## src/rtl/multiport_read_cache.sv

```systemverilog
// multiport_read_cache
//   Direct-mapped, tagged, read-only word cache shared by PORTS clients in
//   front of a single backing-memory read port. Each line holds one 32-bit
//   word. Hits complete one cycle after the lookup. Misses park the port in
//   WAIT, and a fill FSM fetches one line at a time, choosing among the waiting
//   ports in round-robin order.
//
//   Optional feature: define CACHE_STATS_EN to add the hit_count_o and
//   miss_count_o saturating counters. They count first lookups only.
//
// Ports
//   clock         rising-edge system clock
//   reset_n       asynchronous active-low reset
//   flush_i       invalidate all lines (1-cycle pulse)
//   req_i         per-port read request, held until ack
//   addr_i        per-port byte address, packed PORTS x ADDR_W
//   ack_o         per-port 1-cycle completion pulse
//   rdata_o       per-port read data, packed PORTS x 32, valid with ack
//   mem_req_o     backing-memory read request
//   mem_addr_o    backing-memory word address (low 2 bits zero)
//   mem_valid_i   backing-memory data valid
//   mem_data_i    backing-memory read data
//   hit_count_o   (CACHE_STATS_EN) first-lookup hits
//   miss_count_o  (CACHE_STATS_EN) first-lookup misses
module multiport_read_cache #(
  parameter int INDEX_BITS = 6,
  parameter int PORTS      = 2,
  parameter int ADDR_W     = 32
) (
  input  logic                    clock,
  input  logic                    reset_n,
  input  logic                    flush_i,
  input  logic [PORTS-1:0]        req_i,
  input  logic [PORTS*ADDR_W-1:0] addr_i,
  output logic [PORTS-1:0]        ack_o,
  output logic [PORTS*32-1:0]     rdata_o,
  output logic                    mem_req_o,
  output logic [ADDR_W-1:0]       mem_addr_o,
  input  logic                    mem_valid_i,
  input  logic [31:0]             mem_data_i
`ifdef CACHE_STATS_EN
  ,
  output logic [31:0]             hit_count_o,
  output logic [31:0]             miss_count_o
`endif
);

  localparam int LINES = 1 << INDEX_BITS;
  localparam int TAG_W = ADDR_W - INDEX_BITS - 2;
  localparam int PTR_W = (PORTS > 1) ? $clog2(PORTS) : 1;

  typedef enum logic [1:0] {P_IDLE, P_WAIT, P_DONE} portState_e;
  typedef enum logic       {F_IDLE, F_FETCH}        fillState_e;

  // Line storage
  logic [LINES-1:0] lineValid_q;
  logic [TAG_W-1:0] tag_q  [LINES];
  logic [31:0]      data_q [LINES];

  // Per-port address decode and lookup
  logic [ADDR_W-1:0]     portAddr [PORTS];
  logic [INDEX_BITS-1:0] portIdx  [PORTS];
  logic [TAG_W-1:0]      portTag  [PORTS];
  logic [PORTS-1:0]      lookupHit;
  logic [PORTS-1:0]      wantFetch;
  logic                  unusedAddrBits;

  // Per-port FSM
  portState_e        portState_q [PORTS];
  portState_e        portState_d [PORTS];
  logic [PORTS*32-1:0] rdata_q, rdata_d;

  // Fill FSM
  fillState_e        fillState_q, fillState_d;
  logic [PTR_W-1:0]  grant_q, grant_d;
  logic [PTR_W-1:0]  rr_q, rr_d;
  logic [ADDR_W-1:0] memAddr_q, memAddr_d;
  logic              grantFound;
  logic [PTR_W-1:0]  grantIdx;
  logic              fetching;
  logic              fillDone;
  logic [INDEX_BITS-1:0] fillIdx;
  logic [TAG_W-1:0]      fillTag;

  assign fetching = (fillState_q == F_FETCH);
  assign fillDone = fetching && mem_valid_i;
  assign fillIdx  = memAddr_q[INDEX_BITS+1:2];
  assign fillTag  = memAddr_q[ADDR_W-1:INDEX_BITS+2];

  // A lookup made while flush is high reports a miss. The line is about to be
  // invalidated, so the flush must not let a stale hit slip through.
  always_comb begin
    lookupHit      = '0;
    wantFetch      = '0;
    unusedAddrBits = 1'b0;
    for (int p = 0; p < PORTS; p++) begin
      portAddr[p]    = addr_i[p*ADDR_W +: ADDR_W];
      portIdx[p]     = portAddr[p][INDEX_BITS+1:2];
      portTag[p]     = portAddr[p][ADDR_W-1:INDEX_BITS+2];
      unusedAddrBits = unusedAddrBits ^ (^portAddr[p][1:0]);
      lookupHit[p]   = lineValid_q[portIdx[p]] &&
                       (tag_q[portIdx[p]] == portTag[p]) && !flush_i;
      // A waiting port that hits this cycle needs no fetch. This prevents a
      // second fetch of a line another port has just filled.
      wantFetch[p]   = (portState_q[p] == P_WAIT) && !lookupHit[p];
    end
  end

  // Valid bits. Flush has priority over a coincident fill write, so the line
  // stays invalid.
  always_ff @(posedge clock or negedge reset_n) begin
    if (!reset_n) begin
      lineValid_q <= '0;
    end else if (flush_i) begin
      lineValid_q <= '0;
    end else if (fillDone) begin
      lineValid_q[fillIdx] <= 1'b1;
    end
  end

  always_ff @(posedge clock) begin
    if (fillDone) begin
      tag_q[fillIdx]  <= fillTag;
      data_q[fillIdx] <= mem_data_i;
    end
  end

  // Port FSM: state register
  always_ff @(posedge clock or negedge reset_n) begin
    if (!reset_n) begin
      for (int p = 0; p < PORTS; p++) portState_q[p] <= P_IDLE;
      rdata_q <= '0;
    end else begin
      for (int p = 0; p < PORTS; p++) portState_q[p] <= portState_d[p];
      rdata_q <= rdata_d;
    end
  end

  // Port FSM: next state. The granted port completes only from its own fill.
  // The fill data is forwarded directly, so the port acks even if a
  // coincident flush keeps the line invalid.
  always_comb begin
    rdata_d = rdata_q;
    for (int p = 0; p < PORTS; p++) begin
      portState_d[p] = portState_q[p];
      case (portState_q[p])
        P_IDLE: begin
          if (req_i[p]) begin
            if (lookupHit[p]) begin
              portState_d[p]       = P_DONE;
              rdata_d[p*32 +: 32] = data_q[portIdx[p]];
            end else begin
              portState_d[p] = P_WAIT;
            end
          end
        end
        P_WAIT: begin
          if (fetching && (grant_q == PTR_W'(p))) begin
            if (mem_valid_i) begin
              portState_d[p]       = P_DONE;
              rdata_d[p*32 +: 32] = mem_data_i;
            end
          end else if (lookupHit[p]) begin
            portState_d[p]       = P_DONE;
            rdata_d[p*32 +: 32] = data_q[portIdx[p]];
          end
        end
        P_DONE:  portState_d[p] = P_IDLE;
        default: portState_d[p] = P_IDLE;
      endcase
    end
  end

  // Port FSM: outputs
  always_comb begin
    for (int p = 0; p < PORTS; p++) ack_o[p] = (portState_q[p] == P_DONE);
    rdata_o = rdata_q;
  end

  // Fill FSM: state register
  always_ff @(posedge clock or negedge reset_n) begin
    if (!reset_n) begin
      fillState_q <= F_IDLE;
      grant_q     <= '0;
      rr_q        <= '0;
      memAddr_q   <= '0;
    end else begin
      fillState_q <= fillState_d;
      grant_q     <= grant_d;
      rr_q        <= rr_d;
      memAddr_q   <= memAddr_d;
    end
  end

  // Fill FSM: next state. Grant the first waiting port at or after the
  // round-robin pointer. The address is latched so it stays stable for the
  // whole fetch.
  always_comb begin
    fillState_d = fillState_q;
    grant_d     = grant_q;
    rr_d        = rr_q;
    memAddr_d   = memAddr_q;
    grantFound  = 1'b0;
    grantIdx    = '0;
    for (int k = 0; k < PORTS; k++) begin
      if (!grantFound && wantFetch[(int'(rr_q) + k) % PORTS]) begin
        grantFound = 1'b1;
        grantIdx   = PTR_W'((int'(rr_q) + k) % PORTS);
      end
    end
    case (fillState_q)
      F_IDLE: begin
        if (grantFound) begin
          fillState_d = F_FETCH;
          grant_d     = grantIdx;
          memAddr_d   = {portAddr[grantIdx][ADDR_W-1:2], 2'b00};
        end
      end
      F_FETCH: begin
        if (mem_valid_i) begin
          fillState_d = F_IDLE;
          rr_d        = (grant_q == PTR_W'(PORTS-1)) ? '0 : grant_q + 1'b1;
        end
      end
      default: fillState_d = F_IDLE;
    endcase
  end

  // Fill FSM: outputs
  always_comb begin
    mem_req_o  = fetching;
    mem_addr_o = memAddr_q;
  end

`ifdef CACHE_STATS_EN
  logic [31:0] hitCount_q, missCount_q;
  logic [3:0]  hitsNow, missesNow;
  logic [32:0] hitSum, missSum;

  // Count first lookups only, meaning IDLE ports presenting a request.
  // Re-lookups from WAIT are not counted.
  always_comb begin
    hitsNow   = '0;
    missesNow = '0;
    for (int p = 0; p < PORTS; p++) begin
      if ((portState_q[p] == P_IDLE) && req_i[p]) begin
        if (lookupHit[p]) hitsNow   = hitsNow + 4'd1;
        else              missesNow = missesNow + 4'd1;
      end
    end
    hitSum  = {1'b0, hitCount_q}  + {29'd0, hitsNow};
    missSum = {1'b0, missCount_q} + {29'd0, missesNow};
  end

  always_ff @(posedge clock or negedge reset_n) begin
    if (!reset_n) begin
      hitCount_q  <= '0;
      missCount_q <= '0;
    end else begin
      hitCount_q  <= hitSum[32]  ? '1 : hitSum[31:0];
      missCount_q <= missSum[32] ? '1 : missSum[31:0];
    end
  end

  assign hit_count_o  = hitCount_q;
  assign miss_count_o = missCount_q;
`endif

  // Clients must hold req while their miss is outstanding.
  for (genvar p = 0; p < PORTS; p++) begin : gReqHeld
    assert property (@(posedge clock) disable iff (!reset_n)
                     (portState_q[p] == P_WAIT) |-> req_i[p]);
  end

endmodule

```

## config.mk

```make
export PLATFORM = sky130hd
export DESIGN_NAME = multiport_read_cache
export DESIGN_NICKNAME = d
export VERILOG_FILES = /design/src/rtl/multiport_read_cache.sv
export SDC_FILE = /design/constraint.sdc
export NUM_CORES = 2
export LEC_CHECK = 0
export BUFFER_PORTS_ARGS = -buffer_cell sky130_fd_sc_hd__buf_2
export CELL_PAD_IN_SITES_DETAIL_PLACEMENT = 1
export CELL_PAD_IN_SITES_GLOBAL_PLACEMENT = 2
export CORE_MARGIN = 2
export CORE_UTILIZATION = 55
export CTS_CLUSTER_DIAMETER = 100
export DETAILED_ROUTE_END_ITERATION = 16
export PLACE_DENSITY = 0.88
export SLEW_MARGIN = 0
export SYNTH_ARGS = -nofsm -noshare
export SYNTH_HDL_FRONTEND = slang
export SYNTH_SLANG_ARGS = --single-unit
```

## constraint.sdc

```tcl
create_clock -name clock -period 7.6 [get_ports clock]
set_input_delay 1.52 -clock clock [delete_from_list [all_inputs] [get_ports clock]]
set_output_delay 1.52 -clock clock [all_outputs]
set_load 0.05 [all_outputs]
```

== Yosys cells after proc, flatten, opt, wreduce, memory -nomap -nowiden ==
Memory sizes are Yosys's and may differ from the RTL's.
Cells that the tools add are included.
Word-level totals
  bits in writable memories: 3584
  flip-flop bits (word level): 165
  logic and storage cells: 109
  output and inout port bits: 99
  bits of input ports: 102
  memories kept: 2
Memory list
  data_q: depth 64, width 32, rd ports 2, clocked after Yosys merged registers in 0, wr ports 1, RTL line 58  | logic [31:0] data_q [LINES];
  tag_q: depth 64, width 24, rd ports 2, clocked after Yosys merged registers in 0, wr ports 1, RTL line 57  | logic [TAG_W-1:0] tag_q [LINES];
Cells by class
  order comparisons: 7
  bitwise operators: 5
  add/subtract/negate cells: 2
  multiplexer cells: 46
  equality and inequality tests: 12
  reduce and logical (&&, ||, !) cells: 26
Operator list (number)
  32-bit 2-to-1 mux: 10
  64-bit 2-to-1 mux: 2
  32-bit case mux with 2 select lines: 2
  64-bit bitwise OR: 1
  24-bit equality test: 2
  6-bit by 7-bit less-than comparator with 1-bit output (second input constant): 3
  2-bit 2-to-1 mux: 9
  1-bit 2-to-1 mux: 17
  1-bit binary-select mux with 6-bit select: 2
  3-bit AND reduction: 4
  1-bit logical AND: 11
  2-bit case mux with 2 select lines: 2
  1-bit demux with 6-bit select: 1
  6-bit by 1-bit >= comparator with 1-bit output (second input constant): 1
  3-bit by 2-bit inequality test with 1-bit output (second input constant): 2
  3-bit inequality test (second input constant): 2
  2-bit nonzero test: 3
  2-bit by 1-bit equality test with 1-bit output (second input constant): 2
  2-bit equality test (second input constant): 2
  1-bit zero test: 4
  2-bit zero test: 2
  2-bit inequality test (second input constant): 2
  2-bit AND reduction: 2
  2-bit by 3-bit less-than comparator with 1-bit output (second input constant): 1
  other kinds (7): 9

== Depth between registers and ports, before layout ==
  word-level depth: 16
  depth in mapped cells: 20

== Worst setup path before layout ==
No wires, ideal clock.
  path kind: input to register
  from: input addr_i[34]
  to: register rdata_q[32] (netlist: rdata_o[32])
  setup time: 0.130 ns
  data arrival time: 5.428 ns
  cell stages on the path: 14
  slack: 2.042 ns
  data required time: 7.470 ns
  cell sequence: buf_2 -> buf_4 -> buf_4 -> buf_2 -> buf_4 -> buf_2 -> buf_2 -> clkbuf_1 -> buf_1 -> mux4_2 -> mux4_2 -> mux4_2 -> nand2b_1 -> o211ai_1
Between the ends
  longest elaborated chain between the ends: 7
  elaborated cells on any way between the ends: 11
RTL lines
  start: declaration: RTL line 34  | input logic [PORTS*ADDR_W-1:0] addr_i,
  memory 64 x 24 bit / 1-bit binary-select mux with 6-bit select (equally long branches)
  24-bit equality test / 1-bit 2-to-1 mux (equally long branches): RTL line 102, 101
  1-bit logical AND: RTL line 101  | lookupHit[p] = lineValid_q[portIdx[p]] &&
  1-bit logical AND: RTL line 102  | (tag_q[portIdx[p]] == portTag[p]) && !flush_i;
  32-bit 2-to-1 mux (*): RTL line 149, 163
  32-bit 2-to-1 mux (on tied branches): RTL line 158, 148
  32-bit case mux with 2 select lines (*): RTL line 146  | case (portState_q[p])
  end signal: assignment: RTL line 135  | rdata_q <= rdata_d;
  end: declaration: RTL line 71  | logic [PORTS*32-1:0] rdata_q, rdata_d;
Mark *: on every way between the ends. The rest lies on a longest branch, timed or not. The select of a mux whose other input is x is not followed.
A chain may end at the register's enable or synchronous reset.

== Final worst setup path ==
  from: input addr_i[35]
  to: register rdata_q[53] (netlist: rdata_o[53])
The elaborated chain is that of the path after synthesis.

==> results.py <==
metrics = {
    "global_routing": {
        "grt_start_max_net_pins": 125,
        "track_usage": 0.435,
        "antenna_found_initial": 63,
        "grt_first_pass_wirelength_um": 950000,
        "grt-ovfl-total": 0,
        "grt_pass1_vias": 113000,
    },
    "die": {
        "initial_core_util": 0.553,
        "die_h_um": 567,
        "num_rows": 206,
        "die_w_um": 567,
        "io_pins": 201,
        "dieArea_um2": 321000,
        "core_area_um2": 315000,
    },
    "clocking": {
        "cts_setup_buffers": 0,
        "clk_pin_slew_ns": 0.07,
        "htreeDepth": 5,
        "cts_sinks": 3749,
        "clock_latency_ns": 1.01,
        "clock_path_buffers": 4,
        "clock-root-buffer": "clkbuf_16",
        "tritoncts": "built",
        "hold_buffers": 0,
        "cts_buffers": 392,
        "ctsResizeCount": 0,
    },
    "setup_path": {
        "worstPathCellList": "buf_8, buf_4, buf_4, mux4_2, mux2i_1, o2bb2ai_1, nor3_1, a21oi_1, xnor2_1, nand4_1, nor4_2, buf_4, o2111ai_4, buf_12, nand2b_1, o211ai_1",
        "critical_path_required_ns": 8.49,
        "cpPeakStageDelay_ns": 0.76,
        "regToRegEndpoint": "rdata_o[10]",
        "endpoint_kind": "flip-flop",
        "worstSetupPathType": "in -> reg",
        "critPathMostFrequentCell": "buf_4",
        "worstReg2RegStart": "tag_q[39][7]",
        "crit_fanout": 74,
        "reg2reg_slack_ns": 2.03,
        "crit_slowest_cell": "buf_4",
        "critPathBufInv": 5,
        "r2r_cells": 12,
        "startpoint_type": "input pin",
        "critPathLaunch": "addr_i[35]",
        "cp_top_family": "buffers and inverters",
        "crit_arrival_ns": 7.41,
    },
    "cells_and_area": {
        "final-instance-count-excl-fill": 13400,
        "final_common_cell": "edfxtp_1",
        "layout_common_cells": "3,584 x edfxtp_1, 2,010 x mux4_2, 397 x clkbuf_16",
        "drive_gt1_frac": 0.370,
        "ff_latch_area_um2": 112000,
        "nNetsFinal": 8983,
        "finish.utilization": 0.621,
        "fillers": 25600,
        "multiInputGateArea_um2": 59800,
        "areaGrowthSynthToFinish_pct": 12.3,
    },
    "yosys": {
        "ys.flop_type": "edfxtp_1",
        "syn_area_per_cell_um2": 20.4,
        "ys_seq_area_frac": 0.642,
        "async_reset_ff_frac": 0.0440,
        "yosys_warnings": 0,
        "syn_inst": 8520,
        "synth-edff-count": 3584,
        "synth_area_um2": 174000,
        "synth.distinct_cells": 86,
        "synth_seq_cells": 3749,
    },
    "drt": {
        "met2_length_um": 307000,
        "vias": 110000,
        "met1_length_um": 211000,
        "top_layer": "met5",
        "drtIter0Drc": 22300,
        "viasPerCell": 8.21,
        "drc_errors": 0,
        "wl_per_cell_um": 52.0,
        "first_pass_iters": 6,
        "wl_um": 699000,
        "detail-route-antenna-nets": 0,
        "route.met3.wl_um": 111000,
    },
    "timing": {
        "hold_slack_ns": 0.459,
        "worst_pin_slew_ns": 1.53,
        "rsz0062_at_grt": "no",
        "hold_viol_final": 0,
        "period_needed_ns": 6.51,
        "slew_viol_final": 18,
        "fmax_ghz": 0.154,
        "finClkSkew_ns": 0.0833,
        "setup-violations-final": 0,
        "max_slew_margin": -0.0236,
        "finalSetupTns_ns": 0,
        "timing.final.crit_share": 0.857,
    },
    "min_path": {
        "holdPathStages": 1,
        "min_path_type": "reg -> reg",
        "min_to": "portState_q[2]",
        "hold_start": "portState_q[3]",
    },
    "placed_design": {
        "gp_congestion": 0.925,
        "dpl.hpwl_um": 382000,
        "dp.cells": 12600,
        "io_buffers": 194,
    },
    "outcome": {
        "violations": "max-capacitance violations, max-slew violations",
        "status": "finished with violations",
    },
    "pwr": {
        "pwr_density_cell_nw_per_um2": 275,
        "ir_worst_vdd_v": 0.000352,
        "power.leakage_nw": 62.2,
    },
    "job": {
        "cap_viol_max_count": 1,
    },
}
==> synth_stat cells, types with 38 or more instances <==
| master | number | area share |
|---|---|---|
| dfrtp_1 | 165 | 0.024 |
| o21ai_0 | 61 | 0.0018 |
| nand4_1 | 44 | 0.0016 |
| edfxtp_1 | 3584 | 0.62 |
| nand3_1 | 89 | 0.0026 |
| nand2_1 | 309 | 0.0067 |
| inv_1 | 47 | 0.0010 |
| a22oi_1 | 149 | 0.0064 |
| buf_1 | 101 | 0.0022 |
| mux2_2 | 52 | 0.0034 |
| buf_4 | 47 | 0.0020 |
| clkbuf_1 | 300 | 0.0065 |
| nor2b_1 | 39 | 0.0014 |
| mux2i_1 | 378 | 0.022 |
| o22ai_1 | 48 | 0.0017 |
| buf_2 | 186 | 0.0053 |
| a21oi_1 | 73 | 0.0021 |
| nand2b_1 | 50 | 0.0018 |
| nor2_1 | 255 | 0.0055 |
| mux4_2 | 2010 | 0.26 |
| nand3b_1 | 39 | 0.0017 |
| o211ai_1 | 38 | 0.0016 |
==> layout make-up <==
class                      count  area share
sequential                  3749       0.572
multi-input combinational   4067       0.306
clock buffer                 512      0.0542
timing repair buffer         618      0.0267
tap                         4160      0.0266
clock inverter               221      0.0131
inverter                      53     0.00117
antenna                       60    0.000768
==> worst max-delay path by stage <==
stage | slack (ns) | cells after the start | to
after floorplan | 2.04 | 14 | rdata_o[32]
final | 1.09 | 16 | rdata_o[53]
after global placement | 0.56 | 13 | mem_addr_o[20]
after detailed placement | 0.43 | 16 | mem_addr_o[13]
after global routing | 1.20 | 16 | mem_addr_o[15]
after CTS | 1.40 | 16 | mem_addr_o[15]
==> state kept, by name, indices dropped and copies added, names as in the netlist <==
| register | flops |
|---|---|
| data_q | 2048 |
| portState_q | 4 |
| lineValid_q | 64 |
| tag_q | 1536 |
| mem_req_o | 1 |
| rr_q | 1 |
| grant_q | 1 |
| mem_addr_o | 30 |
| rdata_o | 64 |
==> per-stage QoR <==
step / setup slack (ns) / power (mW) / cell area (um2)
floorplan: 2.04 / 29.9 / 174000
global placement: 0.556 / 33.1 / 182000
detailed placement: 0.431 / 33.5 / 182000
CTS: 1.40 / 53.3 / 195000
global route: 1.20 / 54.5 / 195000
finish: 1.09 / 53.8 / 196000
==> report_power, final <==
group	internal (mW)	switching, mW	total (mW)
Sequential	24.5	0.887	25.4
Combinational	2.35	5.82	8.16
Clock	11.5	8.70	20.2
==> layer usage <==
layer	vias up	global-route usage
met5	-	0.00327
met4	36	0.352
met3	3231	0.143
met2	12000	0.631
met1	57200	0.540
li1	37900	-
==> cells by family after synthesis <==
kind of cell | Yosys count | share of synthesized area
muxes | 2440 | 0.285
buffers and inverters | 705 | 0.0183
and+or+nand+nor | 954 | 0.0261
DFF | 3749 | 0.642
xor gates and xnor gates | 47 | 0.00236
AOI/OAI and AO/OA | 624 | 0.0265
other | 1 | 0.0000215
No activity file was read; power rests on OpenSTA's default activity.
